### src/rtl/tap_tempo_if.sv
// rtl/tap_tempo_if.sv - tap input and tempo outputs of tap_tempo
interface tap_tempo_if;
  logic       tap;
  logic [7:0] bpm_out;
  logic       bpm_valid;
  logic       active;

  modport master (output tap, input bpm_out, input bpm_valid, input active);
  modport slave  (input tap, output bpm_out, output bpm_valid, output active);
endinterface

### src/rtl/tap_tempo.sv
// rtl/tap_tempo.sv - measures tap spacing and turns the average of the last 4 intervals into BPM
module tap_tempo #(
  parameter int TICK_CYCLES = 50000,
  parameter int LOCKOUT_MS  = 100,
  parameter int TIMEOUT_MS  = 3000,
  parameter int DEFAULT_BPM = 60
) (
  input  logic       clk,
  input  logic       reset,
  tap_tempo_if.slave bus
);
  localparam int              PW        = (TICK_CYCLES > 1) ? $clog2(TICK_CYCLES) : 1;
  localparam logic [PW-1:0]   TICK_LAST = PW'(TICK_CYCLES - 1);
  localparam logic [15:0]     LOCKOUT   = 16'(LOCKOUT_MS);
  localparam logic [15:0]     TIMEOUT   = 16'(TIMEOUT_MS);
  localparam logic [4:0]      DIV_LAST  = 5'd17;

  typedef enum logic [1:0] {IDLE, MEASURE, DIVIDE, DONE} state_t;

  state_t           state_q, state_d;
  logic             sync1_q, sync2_q, sync3_q, evt_q;
  logic [PW-1:0]    pre_q, pre_d;
  logic [15:0]      ms_q, ms_d;
  logic [3:0][15:0] hist_q, hist_d;
  logic [15:0]      sum_q, sum_d;
  logic [2:0]       n_q, n_d, n_new;
  logic [13:0]      rem_q, rem_d, dvs_q, dvs_d;
  logic [17:0]      quo_q, quo_d, dvd_load;
  logic [4:0]       cnt_q, cnt_d;
  logic [7:0]       bpm_q, bpm_d;
  logic             valid_q, valid_d, active_q;
  logic             tick;
  logic [14:0]      rem_sh;
  logic             ge;
  logic [13:0]      rem_step;
  logic [17:0]      quo_step;

  always_ff @(posedge clk) begin
    if (reset) begin
      sync1_q <= 1'b0;
      sync2_q <= 1'b0;
      sync3_q <= 1'b0;
      evt_q   <= 1'b0;
    end else begin
      sync1_q <= bus.tap;
      sync2_q <= sync1_q;
      sync3_q <= sync2_q;
      evt_q   <= sync2_q & ~sync3_q;
    end
  end

  assign tick  = (pre_q == TICK_LAST);
  assign n_new = (n_q == 3'd4) ? 3'd4 : n_q + 3'd1;

  always_comb begin
    case (n_new)
      3'd1:    dvd_load = 18'd60000;
      3'd2:    dvd_load = 18'd120000;
      3'd3:    dvd_load = 18'd180000;
      default: dvd_load = 18'd240000;
    endcase
  end

  // Restoring divide step; a zero divisor yields all-ones quotient, which clamps to 255
  assign rem_sh   = {rem_q, quo_q[17]};
  assign ge       = (rem_sh >= {1'b0, dvs_q});
  assign rem_step = ge ? 14'(rem_sh - {1'b0, dvs_q}) : rem_sh[13:0];
  assign quo_step = {quo_q[16:0], ge};

  always_comb begin
    state_d = state_q;
    pre_d   = tick ? '0 : pre_q + PW'(1);
    ms_d    = (tick && ms_q < TIMEOUT) ? ms_q + 16'd1 : ms_q;
    hist_d  = hist_q;
    sum_d   = sum_q;
    n_d     = n_q;
    rem_d   = rem_q;
    quo_d   = quo_q;
    dvs_d   = dvs_q;
    cnt_d   = cnt_q;
    bpm_d   = bpm_q;
    valid_d = 1'b0;
    case (state_q)
      IDLE: begin
        if (evt_q) begin
          state_d = MEASURE;
          n_d     = '0;
          sum_d   = '0;
          ms_d    = '0;
          pre_d   = '0;
        end
      end
      MEASURE: begin
        if (ms_q == TIMEOUT) begin
          n_d   = '0;
          sum_d = '0;
          if (evt_q) begin
            ms_d  = '0;
            pre_d = '0;
          end else begin
            state_d = IDLE;
          end
        end else if (evt_q && ms_q >= LOCKOUT) begin
          // sum_q tracks the window; the oldest entry drops out once it is full
          hist_d  = {hist_q[2:0], ms_q};
          sum_d   = sum_q + ms_q - ((n_q == 3'd4) ? hist_q[3] : 16'd0);
          n_d     = n_new;
          ms_d    = '0;
          pre_d   = '0;
          rem_d   = '0;
          quo_d   = dvd_load;
          dvs_d   = sum_d[13:0];
          cnt_d   = '0;
          state_d = DIVIDE;
        end
      end
      DIVIDE: begin
        rem_d = rem_step;
        quo_d = quo_step;
        cnt_d = cnt_q + 5'd1;
        if (cnt_q == DIV_LAST) begin
          state_d = DONE;
          valid_d = 1'b1;
          bpm_d   = (quo_step > 18'd255) ? 8'hFF : quo_step[7:0];
        end
      end
      DONE:    state_d = MEASURE;
      default: state_d = IDLE;
    endcase
  end

  always_ff @(posedge clk) begin
    if (reset) begin
      state_q  <= IDLE;
      pre_q    <= '0;
      ms_q     <= '0;
      hist_q   <= '0;
      sum_q    <= '0;
      n_q      <= '0;
      rem_q    <= '0;
      quo_q    <= '0;
      dvs_q    <= '0;
      cnt_q    <= '0;
      bpm_q    <= 8'(DEFAULT_BPM);
      valid_q  <= 1'b0;
      active_q <= 1'b0;
    end else begin
      state_q  <= state_d;
      pre_q    <= pre_d;
      ms_q     <= ms_d;
      hist_q   <= hist_d;
      sum_q    <= sum_d;
      n_q      <= n_d;
      rem_q    <= rem_d;
      quo_q    <= quo_d;
      dvs_q    <= dvs_d;
      cnt_q    <= cnt_d;
      bpm_q    <= bpm_d;
      valid_q  <= valid_d;
      active_q <= (state_d != IDLE);
    end
  end

  assign bus.bpm_out   = bpm_q;
  assign bus.bpm_valid = valid_q;
  assign bus.active    = active_q;
endmodule

### src/flat_wrapper.sv
// flat-port wrapper written by rule: the top's interface ports become plain ports
module tap_tempo_flat 
#(
  parameter int TICK_CYCLES = 50000,
  parameter int LOCKOUT_MS  = 100,
  parameter int TIMEOUT_MS  = 3000,
  parameter int DEFAULT_BPM = 60
)
  (clk, reset, bus_tap, bus_bpm_out, bus_bpm_valid, bus_active);
  tap_tempo_if bus_i ();
  input  logic clk;
  input  logic reset;
  input wire logic [$bits(bus_i.tap)-1:0] bus_tap;
  output wire logic [$bits(bus_i.bpm_out)-1:0] bus_bpm_out;
  output wire logic [$bits(bus_i.bpm_valid)-1:0] bus_bpm_valid;
  output wire logic [$bits(bus_i.active)-1:0] bus_active;
  assign bus_i.tap = bus_tap;
  assign bus_bpm_out = bus_i.bpm_out;
  assign bus_bpm_valid = bus_i.bpm_valid;
  assign bus_active = bus_i.active;
  tap_tempo #(.TICK_CYCLES(TICK_CYCLES), .LOCKOUT_MS(LOCKOUT_MS), .TIMEOUT_MS(TIMEOUT_MS), .DEFAULT_BPM(DEFAULT_BPM)) u_core (.clk(clk), .reset(reset), .bus(bus_i));
endmodule
### config.mk
export PLATFORM = sky130hd
export DESIGN_NAME = tap_tempo_flat
export DESIGN_NICKNAME = d
export VERILOG_FILES = /design/src/rtl/tap_tempo_if.sv /design/src/rtl/tap_tempo.sv /design/src/flat_wrapper.sv
export SDC_FILE = /design/constraint.sdc
export NUM_CORES = 1
export LEC_CHECK = 0
export ABC_AREA = 1
export CAP_MARGIN = 20
export CORE_ASPECT_RATIO = 0.8
export CORE_MARGIN = 2
export CORE_UTILIZATION = 60
export CTS_BUF_LIST = sky130_fd_sc_hd__clkbuf_4 sky130_fd_sc_hd__clkbuf_8
export DETAILED_ROUTE_END_ITERATION = 10
export PLACE_DENSITY_LB_ADDON = 0.05
export SLEW_MARGIN = 20
export SYNTH_ARGS = -nofsm -noshare
export SYNTH_HDL_FRONTEND = slang
export SYNTH_SLANG_ARGS = --single-unit
### constraint.sdc
create_clock -name clk -period 3.9 [get_ports clk]
set_input_delay 0.585 -clock clk [delete_from_list [all_inputs] [get_ports clk]]
set_output_delay 0.585 -clock clk [all_outputs]
set_load 0.1 [all_outputs]
# --- Yosys cells after proc, flatten, opt, wreduce, memory -nomap -nowiden ---
# Index checks and enable logic that the tools add are counted.
word_totals:
  regBits: 182
  latchBits: 0
  ramBits: 0
  mem_bits_ro: 0
  output_inout_bits: 10
  wordCells: 99
  memories: 0
classes:
  n_addsub: 7
  mul: 0
  div: 0
  n_lt_le_gt_ge: 4
  eq_ne: 14
  shifts: 0
  muxes: 39
  bitwise_logic: 4
  reduce_logical: 11
ops:
  columns: ["operator", "n"]
  rows:
  - ["$mux 16", 12]
  - ["$pmux 16 s2", 3]
  - ["$pmux 18 s3", 1]
  - ["$mux 14", 3]
  - ["$mux 18", 2]
  - ["$pmux 18 s2", 1]
  - ["$add 16x1->16 const B", 2]
  - ["$pmux 14 s2", 1]
  - ["$gt 18x8->1 const B", 1]
  - ["$add 16x16->16", 1]
  - ["$eq 16x12->1 const B", 1]
  - ["$eq 16x16->1 const B", 1]
  - ["$ge 16x7->1 const B", 1]
  - ["$lt 16x12->1 const B", 1]
  - ["$sub 16x16->16", 1]
  - ["$ge 15x14->1", 1]
  - ["$sub 14x14->14", 1]
  - ["$mux 3", 4]
  - ["$mux 2", 5]
  - ["$mux 5", 2]
  - ["$pmux 5 s2", 1]
  - ["$reduce_and 3->1", 3]
  - ["$mux 8", 1]
  - ["$pmux 2 s4", 1]
  - ["20 further kinds", 28]

# --- Longest topological paths before layout ---
# Gate-level depths: netlist (run 1).
logic_depth:
  depth_word: 7
  depth_mapped: 20
  mapped_depth_nobuf: 19

# --- Least setup slack after synthesis (run 1) ---
# OpenSTA, ideal clock, no wires.
synth_timing:
  path_type: "reg2reg"
  startpoint: "reg u_core.n_q[0]"
  endpoint: "reg u_core.dvs_q[13]"
  setup_ns: 0.113
  t_arrival_ns: 2.925
  path_slack_ns: 0.862
  path_stages_with_launch: 18
  n_path_buf: 1
  path_cell_list: "dfxtp_1 -> inv_1 -> ha_1 -> nand2_1 -> clkbuf_1 -> nor2_1 -> fa_1 -> inv_1 -> ha_1 -> nand2_1 -> o21ai_0 -> nand2_1 -> nand2_1 -> nand3_1 -> nand3_1 -> nand2_1 -> o21ai_1 -> inv_1"
synth_between:
  elab_chain_cells: 3
synth_rtl:
  columns: ["item", "line", "text"]
  rows:
  - ["from (decl)", "tap_tempo.sv:26", "logic [2:0] n_q, n_d, n_new;"]
  - ["from (signal assigned)", "tap_tempo.sv:153", "n_q <= n_d;"]
  - ["$eq 3x3->1", "tap_tempo.sv:106", "sum_d = sum_q + ms_q - ((n_q == 3'd4) ? hist_q[3] : 16'd0);"]
  - ["$mux 16", "tap_tempo.sv:106", null]
  - ["$sub 16x16->16", "tap_tempo.sv:106", null]
  - ["to (signal assigned)", "tap_tempo.sv:156", "dvs_q <= dvs_d;"]
  - ["to (decl)", "tap_tempo.sv:27", "logic [13:0] rem_q, rem_d, dvs_q, dvs_d;"]
# No other way between the ends.
# A chain may end at the register's enable or synchronous reset.

# --- Worst setup path in the final report (run 1) ---
layout_timing:
  startpoint: "reg u_core.n_q[0]"
  endpoint: "reg u_core.dvs_q[10]"
# Same word-level chain as after synthesis.

==> impl_metrics.csv, run 1 <==
group,metric,value,unit
grt,grt_overflow,0,
placed_design,gp_congestion,0.931,
route,drt_pass1_iterations,6,
clock_network,clk_pin_slew_worst_paths,0.09,ns
power,p_per_area,341,nW/um^2
setup_path,crit_type,"flop to flop",
route,routed_via_density,5.24,
sta,fmax,310,MHz
clock_network,cts_hold_buf,0,
route,first_iter_violations,608,
logic_synthesis,syn_inst,1287,
route,drc_errors,0,
sta,setup-tns-final,0,ns
logic_synthesis,syn_nets,1343,
grt,grt_use_total,25.3,%
final_layout,register_area,3440,um^2
power,peakVddDrop,0.000252,V
grt,met2_usage,37.6,%
floorplan,start_util,61.1,%
grt,grtUsageMet1,37.9,%
logic_synthesis,yosysSeqAreaShare,37.6,%
setup_path,cp.arrival,3.62,ns
floorplan,coreArea,15000,um^2
sta,final-hold-violation-count,0,
clock_network,cts_setup_buffers,0,
worst_hold_path,hp-class,"flop to flop",
clock_network,cts_buffers,17,
logic_synthesis,async_flop_share,0,%
setup_path,critPathCaptureType,"flop",
logic_synthesis,synth_edf_count,0,
clock_network,cts_max_level,4,
final_layout,n_fill_cell,1401,
grt,busiest_layer,"met1",
sta,finalSetupViolCount,0,
final_layout,multi_input_area,4740,um^2
grt,antenna_found_initial,0,
sta,fin_ws,0.675,ns
logic_synthesis,synth.distinct_cells,48,
placed_design,detailed_place_hpwl,13800,um
clock_network,cts_resized,0,
sta,rsz0062_at_grt,"false",
floorplan,rows,40,
logic_synthesis,ys_ff_latch,172,
floorplan,die-height,114,um
sta,slew_violations,0,
job,cap_violations,0,
grt,grt_pass1_wl,33200,um
final_layout,drive_gt1_share,6.20,%
floorplan,fp.dieW,142,um
grt,grt_pass1_vias,7049,
final_layout,insertedDiodeCount,0,
setup_path,cp_max_fo,9,
setup_path,reg2reg_slack,0.68,ns
logic_synthesis,avgSynthCellArea,7.11,um^2
sta,finalCritPeriodShare,82.7,%
clock_network,cts.sinks,172,
final_layout,syn_to_final_growth,5.61,%
sta,relSlewSlack,34.9,%
sta,tightest_slew,0.974,ns
setup_path,cp-start-kind,"flop",
final_layout,nets,1334,
clock_network,cts_tree,"yes",
grt,grt_max_degree,73,
clock_network,cts_buffer_depth,2,
sta,finClkSkew,0.0147,ns
route,dr_total_vias,7756,
placed_design,port_buffers,12,
sta,fin_crit,3.22,ns
placed_design,dp_slack,0.744,ns
setup_path,critPathRequiredTime,4.29,ns
logic_synthesis,ys.flop_type,"dfxtp_1",
logic_synthesis,ys_warn_count,0,
route,antenna_left,0,
floorplan,die_area,16300,um^2
route,wl_per_cell,13.2,um
clock_network,clk_latency,0.47,ns
route,wl,19500,um
grt,use_met3,4.89,%
logic_synthesis,syn_area,9150,um^2
power,leakage,0.00441,uW
outcome,status,"completed",
clock_network,cts-root-buf,"clkbuf_8",
floorplan,ioPinCount,13,
[kinds of logic after synthesis]
kind of cell	count (synthesis)	synth area share (%)
AO/OA/AOI/OAI	231	13.6
XOR/XNOR	34	3.25
adder cells (fa/ha/maj)	53	8.40
buffers and inverters	229	10.6
flip-flops	172	37.6
AND/OR/NAND/NOR	568	26.5
[layout make-up]
| class | instances | area share (%) |
|---|---|---|
| well taps | 189 | 2.45 |
| clock buffers | 19 | 2.64 |
| inverters | 183 | 7.19 |
| flip-flops and latches | 172 | 35.6 |
| multi-input cells | 886 | 49.1 |
| repair buffers | 18 | 1.66 |
| clock inverters | 13 | 1.37 |
[cells in the final DEF (no fill, tap or decap), drive strengths merged, types with 3 or more instances in the layout]
master	n
nand2	268
fa	14
nand3b	5
xnor2	5
a21oi	119
o21bai	3
xor2	29
nor2	180
nand3	80
o21ai	91
inv	188
clkinvlp	3
a211oi	8
nor3	15
ha	39
clkdlybuf4s50	11
nand4	11
buf	7
nor4	4
clkinv	4
dfxtp	172
o22ai	4
clkbuf	19
[worst paths after layout]
path | to | cells past startpoint | start
setup / recovery | u_core.dvs_q[10] | 17 | u_core.n_q[0]
hold reg to reg | u_core.evt_q | 1 | u_core.sync3_q
hold / removal | u_core.evt_q | 1 | u_core.sync3_q
setup reg to reg | u_core.dvs_q[10] | 17 | u_core.n_q[0]
[state kept, by name (all words and copies together) (netlist names)]
register / count
u_core.cnt_q: 5
u_core.ms_q: 16
u_core.rem_q: 14
u_core.quo_q: 18
u_core.hist_q: 56
u_core.bus.bpm_valid: 1
u_core.pre_q: 16
u_core.sync3_q: 1
u_core.n_q: 3
u_core.sync2_q: 1
u_core.evt_q: 1
u_core.dvs_q: 14
u_core.state_q: 2
u_core.sync1_q: 1
u_core.bus.active: 1
u_core.bus.bpm_out: 8
u_core.sum_q: 14
[worst max-delay path, cell delays in order, from the launching register on]
cell and delay [ns]:
dfxtp_1 0.40, inv_1 0.11, ha_1 0.23, nand2_1 0.21, buf_4 0.22, nor2_1 0.07
fa_1 0.48, inv_1 0.04, ha_1 0.35, a21oi_1 0.20, nand2_1 0.11, nand2_1 0.07
nand3_1 0.16, nand3_1 0.14, nand2_1 0.06, nand2_1 0.05, nand3_1 0.09, a21oi_1 0.16
[Yosys cell counts (2+ instances only)]
cell	count	area, um^2
nor2_4	2	22.5
inv_1	169	634
xnor2_1	5	43.8
buf_6	9	101
inv_4	3	18.8
nor3_1	15	75.1
nor4_1	4	25.0
a21o_1	2	15.0
nor2_2	3	18.8
nand3_2	3	30.0
o21ai_1	2	10.0
buf_4	3	22.5
clkbuf_1	17	63.8
ha_1	39	488
xor2_1	29	254
o22ai_1	4	25.0
inv_2	10	37.5
fa_1	14	280
a211oi_1	2	15.0
nand2_1	261	980
nand3b_1	5	37.5
a211oi_2	6	75.1
nand3_1	76	380
o21bai_1	3	22.5
nand2_2	4	25.0
nand4_1	11	68.8
o21ai_0	89	445
nor2_1	174	653
buf_2	15	75.1
dfxtp_1	172	3440
nand2_4	3	33.8
a21oi_1	117	586
[where the power goes]
| group | switching [uW] | leakage [uW] | internal, uW |
|---|---|---|---|
| registers | 22.3 | 0.00139 | 1780 |
| clock network | 700 | 0.000191 | 546 |
| logic | 178 | 0.00283 | 67.6 |
| total | 900 | 0.00441 | 2400 |
[layer usage]
layer | routed length (um) | share of wire [%]
met2 | 8130 | 42
met5 | 0 | 0
met3 | 858 | 4.4
met4 | 216 | 1.1
met1 | 10300 | 53
[per-stage QoR]
stage / cells / hold WS (ns) / area, um^2 / total power [uW] / utilization (%)
after global routing: 1480 / 0.421 / 9660 / 3430 / 64.6
after CTS: 1480 / 0.396 / 9660 / 3320 / 64.6
after floorplan: 1287 / 0.373 / 9150 / 2060 / -
after global placement: 1448 / 0.376 / 9270 / 2090 / 62.0
after detailed placement: 1448 / 0.382 / 9270 / 2090 / 62.0
final: 1480 / 0.401 / 9660 / 3300 / 64.6
No activity file was read; power rests on OpenSTA's default activity.
==> run 2, diff against run 1 <==
==> constraint.sdc (replaced) <==
create_clock -name clk -period 3.15 [get_ports clk]
set_input_delay 0.4725 -clock clk [delete_from_list [all_inputs] [get_ports clk]]
set_output_delay 0.4725 -clock clk [all_outputs]
set_load 0.1 [all_outputs]
==> impl_metrics.csv, run 2 (synthesis gave the netlist of run 1 again) <==
group,metric,value,unit
outcome,status,"completed",
setup_path,critPathLaunch,"u_core.n_q[0]",
clock_network,cts-root-buf,"clkbuf_8",
grt,met2_usage,37.7,%
floorplan,ioPinCount,13,
sta,rsz0062_at_grt,"false",
grt,grt_max_degree,73,
final_layout,syn_to_final_growth,6.35,%
grt,busiest_layer,"met1",
final_layout,regMostFlops,"u_core.hist_q",
floorplan,start_util,61.1,%
clock_network,cts_buffers,17,
sta,fin_crit,2.88,ns
power,p_int,2970,uW
placed_design,port_buffers,12,
final_layout,layout_commonest_cell,"nand2_1",
setup_path,reg2regPathDepth,17,
route,drt_pass1_iterations,7,
setup_path,cp.arrival,3.27,ns
floorplan,coreArea,15000,um^2
final_layout,largest_reg_flops,56,
setup_path,critPathRequiredTime,3.53,ns
setup_path,cp-start-kind,"flop",
grt,grt_pass1_vias,7003,
floorplan,die-height,114,um
grt,use_met3,4.73,%
sta,finalCritPeriodShare,91.5,%
sta,tightest_slew,0.965,ns
power,clockPowerShare,37.5,%
setup_path,critPathCaptureType,"flop",
worst_hold_path,worstHoldPathCells,1,
final_layout,nets,1341,
sta,relSlewSlack,35.5,%
power,total_power,4070,uW
route,first_iter_violations,579,
route,antenna_left,0,
grt,grt_overflow,0,
setup_path,reg2reg_from,"u_core.n_q[0]",
floorplan,rows,40,
worst_hold_path,holdCritStartpoint,"u_core.sync3_q",
power,switching_share,27.0,%
route,wl,19400,um
sta,slew_violations,0,
final_layout,insertedDiodeCount,0,
worst_hold_path,hp-class,"flop to flop",
sta,fin_ws,0.268,ns
clock_network,cts_buffer_depth,2,
sta,fmax,347,MHz
clock_network,clk_pin_slew_worst_paths,0.10,ns
route,routed_via_density,5.22,
sta,final-hold-violation-count,0,
clock_network,cts_setup_buffers,0,
setup_path,cp_max_fo,9,
power,combPwrFrac,7.6,%
sta,setup-tns-final,0,ns
power,p_per_area,418,nW/um^2
route,wl_per_cell,13.1,um
route,dr_total_vias,7753,
clock_network,clk_latency,0.47,ns
route,drc_errors,0,
power,leakage,0.00446,uW
final_layout,final_cell_mix,"nand2_1 (260), nor2_1 (174), dfxtp_1 (171)",
placed_design,gp_congestion,0.908,
grt,antenna_found_initial,0,
placed_design,detailed_place_hpwl,13700,um
clock_network,cts_hold_buf,0,
power,p_sw,1100,uW
sta,finalSetupViolCount,0,
grt,grt_pass1_wl,33200,um
final_layout,drive_gt1_share,7.71,%
clock_network,cts_tree,"yes",
floorplan,fp.dieW,142,um
placed_design,dp_slack,0.0813,ns
grt,grt_use_total,25.5,%
final_layout,reg_top3,"u_core.hist_q: 56 flops, u_core.quo_q: 18 flops",
setup_path,crit_type,"flop to flop",
grt,grtUsageMet1,38.3,%
job,cap_violations,0,
floorplan,die_area,16300,um^2
clock_network,cts_resized,0,
power,seqPwrFrac,54.9,%
power,peakVddDrop,0.000444,V
clock_network,cts.sinks,172,
sta,finClkSkew,0.0172,ns
final_layout,utilization,65.0,%
clock_network,cts_max_level,4,
## run 2: changes by cell type in the layout (fill, tap and decap cells not counted), moves of 2 or more
| cell | change |
|---|---|
| clkdlybuf4s50_1 | -8 |
| buf_4 | +14 |
| clkinv_4 | +2 |
| clkinvlp_4 | -2 |
## run 2: layer usage
metal | up-vias | routed length [um] | part of all wire (%)
li1 | 4094 | - | -
met4 | 0 | 194 | 1.0
met5 | - | 0 | 0
met1 | 3517 | 10300 | 53
met2 | 127 | 8050 | 41
met3 | 15 | 924 | 4.8
## run 2: layout make-up
| type | instances | area, um^2 |
|---|---|---|
| clock inverters | 12 | 128 |
| multi-input cells | 886 | 4770 |
| inverters | 183 | 694 |
| well taps | 189 | 236 |
| fillers | 1374 | 5240 |
| flip-flops and latches | 172 | 3440 |
| repair buffers | 25 | 205 |
| clock buffers | 19 | 255 |
## run 2: worst max-delay path, stage by stage, from the launching register on
cell     delay, ns
dfxtp_2       0.36
inv_1         0.10
ha_4          0.18
nand2_2       0.12
buf_12        0.13
nor2_1        0.05
fa_1          0.47
inv_1         0.04
ha_1          0.35
a21oi_1       0.19
nand2_1       0.12
nand2_1       0.10
nand3_2       0.10
nand3_1       0.11
nand2_1       0.05
nand2_1       0.05
nand3_1       0.10
a21oi_1       0.19
## run 2: power groups by stage
| stage | logic, uW | registers, uW | clock network (uW) |
|---|---|---|---|
| final | 310 | 2240 | 1530 |
| after global routing | 348 | 2240 | 1640 |
| after CTS | 302 | 2240 | 1560 |
| after detailed placement | 302 | 2290 | 0 |
| after global placement | 301 | 2290 | 0 |
| after floorplan | 252 | 2290 | 0 |
## run 2: final timing paths
path / end / slack (ns)
setup / recovery: u_core.dvs_q[10] / 0.27
hold / removal: u_core.evt_q / 0.40
setup reg to reg: u_core.dvs_q[10] / 0.27
hold reg to reg: u_core.evt_q / 0.40
## run 2: per-stage QoR
step / instances / hold slack, ns / area [um^2]
2_1_floorplan: 1287 / 0.373 / 9150
3_3_place_gp: 1455 / 0.379 / 9320
3_5_place_dp: 1455 / 0.388 / 9320
4_1_cts: 1486 / 0.402 / 9700
5_1_grt: 1486 / 0.425 / 9730
6_report: 1486 / 0.398 / 9730
==> run 3, diff against run 2 <==
--- a/config.mk
+++ b/config.mk
@@ -7,9 +7,10 @@
 export LEC_CHECK = 0
 export ABC_AREA = 1
 export CAP_MARGIN = 20
-export CORE_ASPECT_RATIO = 0.8
+export CELL_PAD_IN_SITES_DETAIL_PLACEMENT = 0
+export CELL_PAD_IN_SITES_GLOBAL_PLACEMENT = 2
 export CORE_MARGIN = 2
-export CORE_UTILIZATION = 60
+export CORE_UTILIZATION = 38
 export CTS_BUF_LIST = sky130_fd_sc_hd__clkbuf_4 sky130_fd_sc_hd__clkbuf_8
 export DETAILED_ROUTE_END_ITERATION = 10
 export PLACE_DENSITY_LB_ADDON = 0.05
==> impl_metrics.csv, run 3 (synthesis gave the netlist of run 1 again) <==
group,metric,value,unit
job,cap_violations,0,
grt,grt_overflow,0,
route,drc_errors,0,
sta,finalCritPeriodShare,91.7,%
route,antenna_left,0,
floorplan,rows,56,
final_layout,layout_commonest_cell,"nand2_1",
outcome,status,"completed",
sta,fin_crit,2.89,ns
setup_path,critical_path.top_delay_family,"adder cells",
final_layout,nets,1345,
sta,tightest_slew,0.783,ns
power,peakVddDrop,0.000225,V
final_layout,insertedDiodeCount,0,
worst_hold_path,worstHoldPathCells,1,
setup_path,cp.arrival,3.27,ns
floorplan,die-height,159,um
grt,met2_usage,30.5,%
sta,final-hold-violation-count,0,
clock_network,cts_buffers,17,
final_layout,drive_gt1_share,8.60,%
grt,grt_max_degree,71,
clock_network,cts.sinks,172,
final_layout,finish.instance_area,9980,um^2
grt,use_met3,3.20,%
final_layout,syn_to_final_growth,9.09,%
sta,slew_violations,0,
route,wl_per_cell,14.1,um
setup_path,cp_slowest_stage_delay,0.47,ns
clock_network,clk_latency,0.47,ns
floorplan,die_area,25300,um^2
clock_network,cts_setup_buffers,0,
setup_path,worst-path-buf-inv,3,
grt,grtUsageMet1,26.1,%
setup_path,critPathSlowestCell,"fa_1",
route,routed_via_density,4.77,
sta,fmax,346,MHz
placed_design,placed_cell_area,9510,um^2
setup_path,cp_max_fo,13,
floorplan,start_util,38.9,%
setup_path,reg2reg_slack,0.26,ns
clock_network,clk_pin_slew_worst_paths,0.10,ns
clock_network,cts-root-buf,"clkbuf_8",
sta,setup-tns-final,0,ns
final_layout,register_area,3440,um^2
setup_path,critPathRequiredTime,3.54,ns
sta,relSlewSlack,47.8,%
floorplan,coreArea,23500,um^2
final_layout,n_fill_cell,2610,
final_layout,largest_reg_flops,56,
placed_design,port_buffers,12,
grt,busiest_layer,"met2",
worst_hold_path,holdCritStartpoint,"u_core.sync3_q",
setup_path,crit_chain,"inv_1, ha_1, nand2_2, buf_12, nor2_1, fa_1, inv_1, ha_1, nand2_1, nor2_1, nand3_1, nand3_1, xor2_1, nand2_1, a21oi_1",
sta,rsz0062_at_grt,"false",
grt,antenna_found_initial,0,
floorplan,fp.dieW,159,um
route,dr_total_vias,7734,
setup_path,critPathCaptureType,"flop",
power,leakage,0.00450,uW
grt,grt_pass1_wl,38600,um
worst_hold_path,min_to,"u_core.evt_q",
placed_design,gp_congestion,0.785,
setup_path,reg2regPathDepth,15,
grt,grt_use_total,18.7,%
floorplan,ioPinCount,13,
setup_path,cp-start-kind,"flop",
placed_design,detailed_place_hpwl,16000,um
sta,finClkSkew,0.0225,ns
route,drt_pass1_iterations,8,
worst_hold_path,hp-class,"flop to flop",
final_layout,multi_input_area,4790,um^2
final_layout,regMostFlops,"u_core.hist_q",
clock_network,cts_tree,"yes",
final_layout,reg_top3,"u_core.hist_q: 56 flops, u_core.quo_q: 18 flops",
clock_network,cts_max_level,4,
setup_path,r2r-end,"u_core.sum_q[9]",
setup_path,reg2reg_from,"u_core.n_q[0]",
clock_network,cts_buffer_depth,2,
power,p_per_area,428,nW/um^2
setup_path,crit_type,"flop to flop",
sta,finalSetupViolCount,0,
grt,grt_pass1_vias,7586,
route,wl,22900,um
final_layout,final_cell_mix,"nand2_1 (260), nor2_1 (174), dfxtp_1 (172)",
route,first_iter_violations,395,
## run 3: changes by cell type in the layout (fill, tap and decap cells not counted), sizes merged
cell           delta
clkinv            -1
clkdlybuf4s50     -2
buf               +6
inv               +1
bufinv            +1
## run 3: how the worst max path moves through the flow
stage / startpoint / endpoint / slack (ns) / depth (start not counted)
finish: u_core.n_q[0] / u_core.sum_q[9] / 0.26 / 15
global route: u_core.n_q[0] / u_core.sum_q[13] / 0.003 / 18
CTS: u_core.n_q[0] / u_core.sum_q[13] / 0.04 / 18
detailed placement: u_core.n_q[0] / u_core.sum_q[13] / 0.09 / 18
global placement: u_core.n_q[0] / u_core.sum_q[13] / 0.18 / 18
floorplan: u_core.n_q[0] / u_core.dvs_q[13] / 0.11 / 17
## run 3: cell type report
| type | count | area share, % |
|---|---|---|
| sequential | 172 | 34.5 |
| clock buffer | 19 | 2.56 |
| clock inverter | 13 | 1.73 |
| inverter | 183 | 6.96 |
| multi-input combinational | 886 | 48.0 |
| tap | 319 | 4.00 |
| timing repair buffer | 29 | 2.31 |
## run 3: report_power, final
group	leakage, uW	internal (uW)	switching (uW)	total [uW]
clock	0.000215	773	940	1710
combinational	0.00290	88.8	229	318
sequential	0.00139	2210	25.9	2240
total	0.00450	3070	1200	4270
## run 3: per-layer routing
layer	up-vias	share of wire, %
met1	3547	52
met2	70	45
li1	4103	-
met4	0	0.98
met5	-	0
met3	14	2.2
## run 3: through the flow
step	setup WS, ns	total power, uW	hold slack, ns	util [%]	cells
2_1_floorplan	0.112	2550	0.373	-	1287
3_3_place_gp	0.175	2610	0.378	40.4	1589
6_report	0.263	4270	0.394	42.4	1621
5_1_grt	0.00313	4470	0.425	42.4	1621
3_5_place_dp	0.0894	2610	0.380	40.4	1589
4_1_cts	0.0399	4350	0.395	42.2	1621
## run 3: what timing repair did
item,CTS,global route
hold buffers,0,0
setup endpoints to repair,0,18
resized for setup,0,13
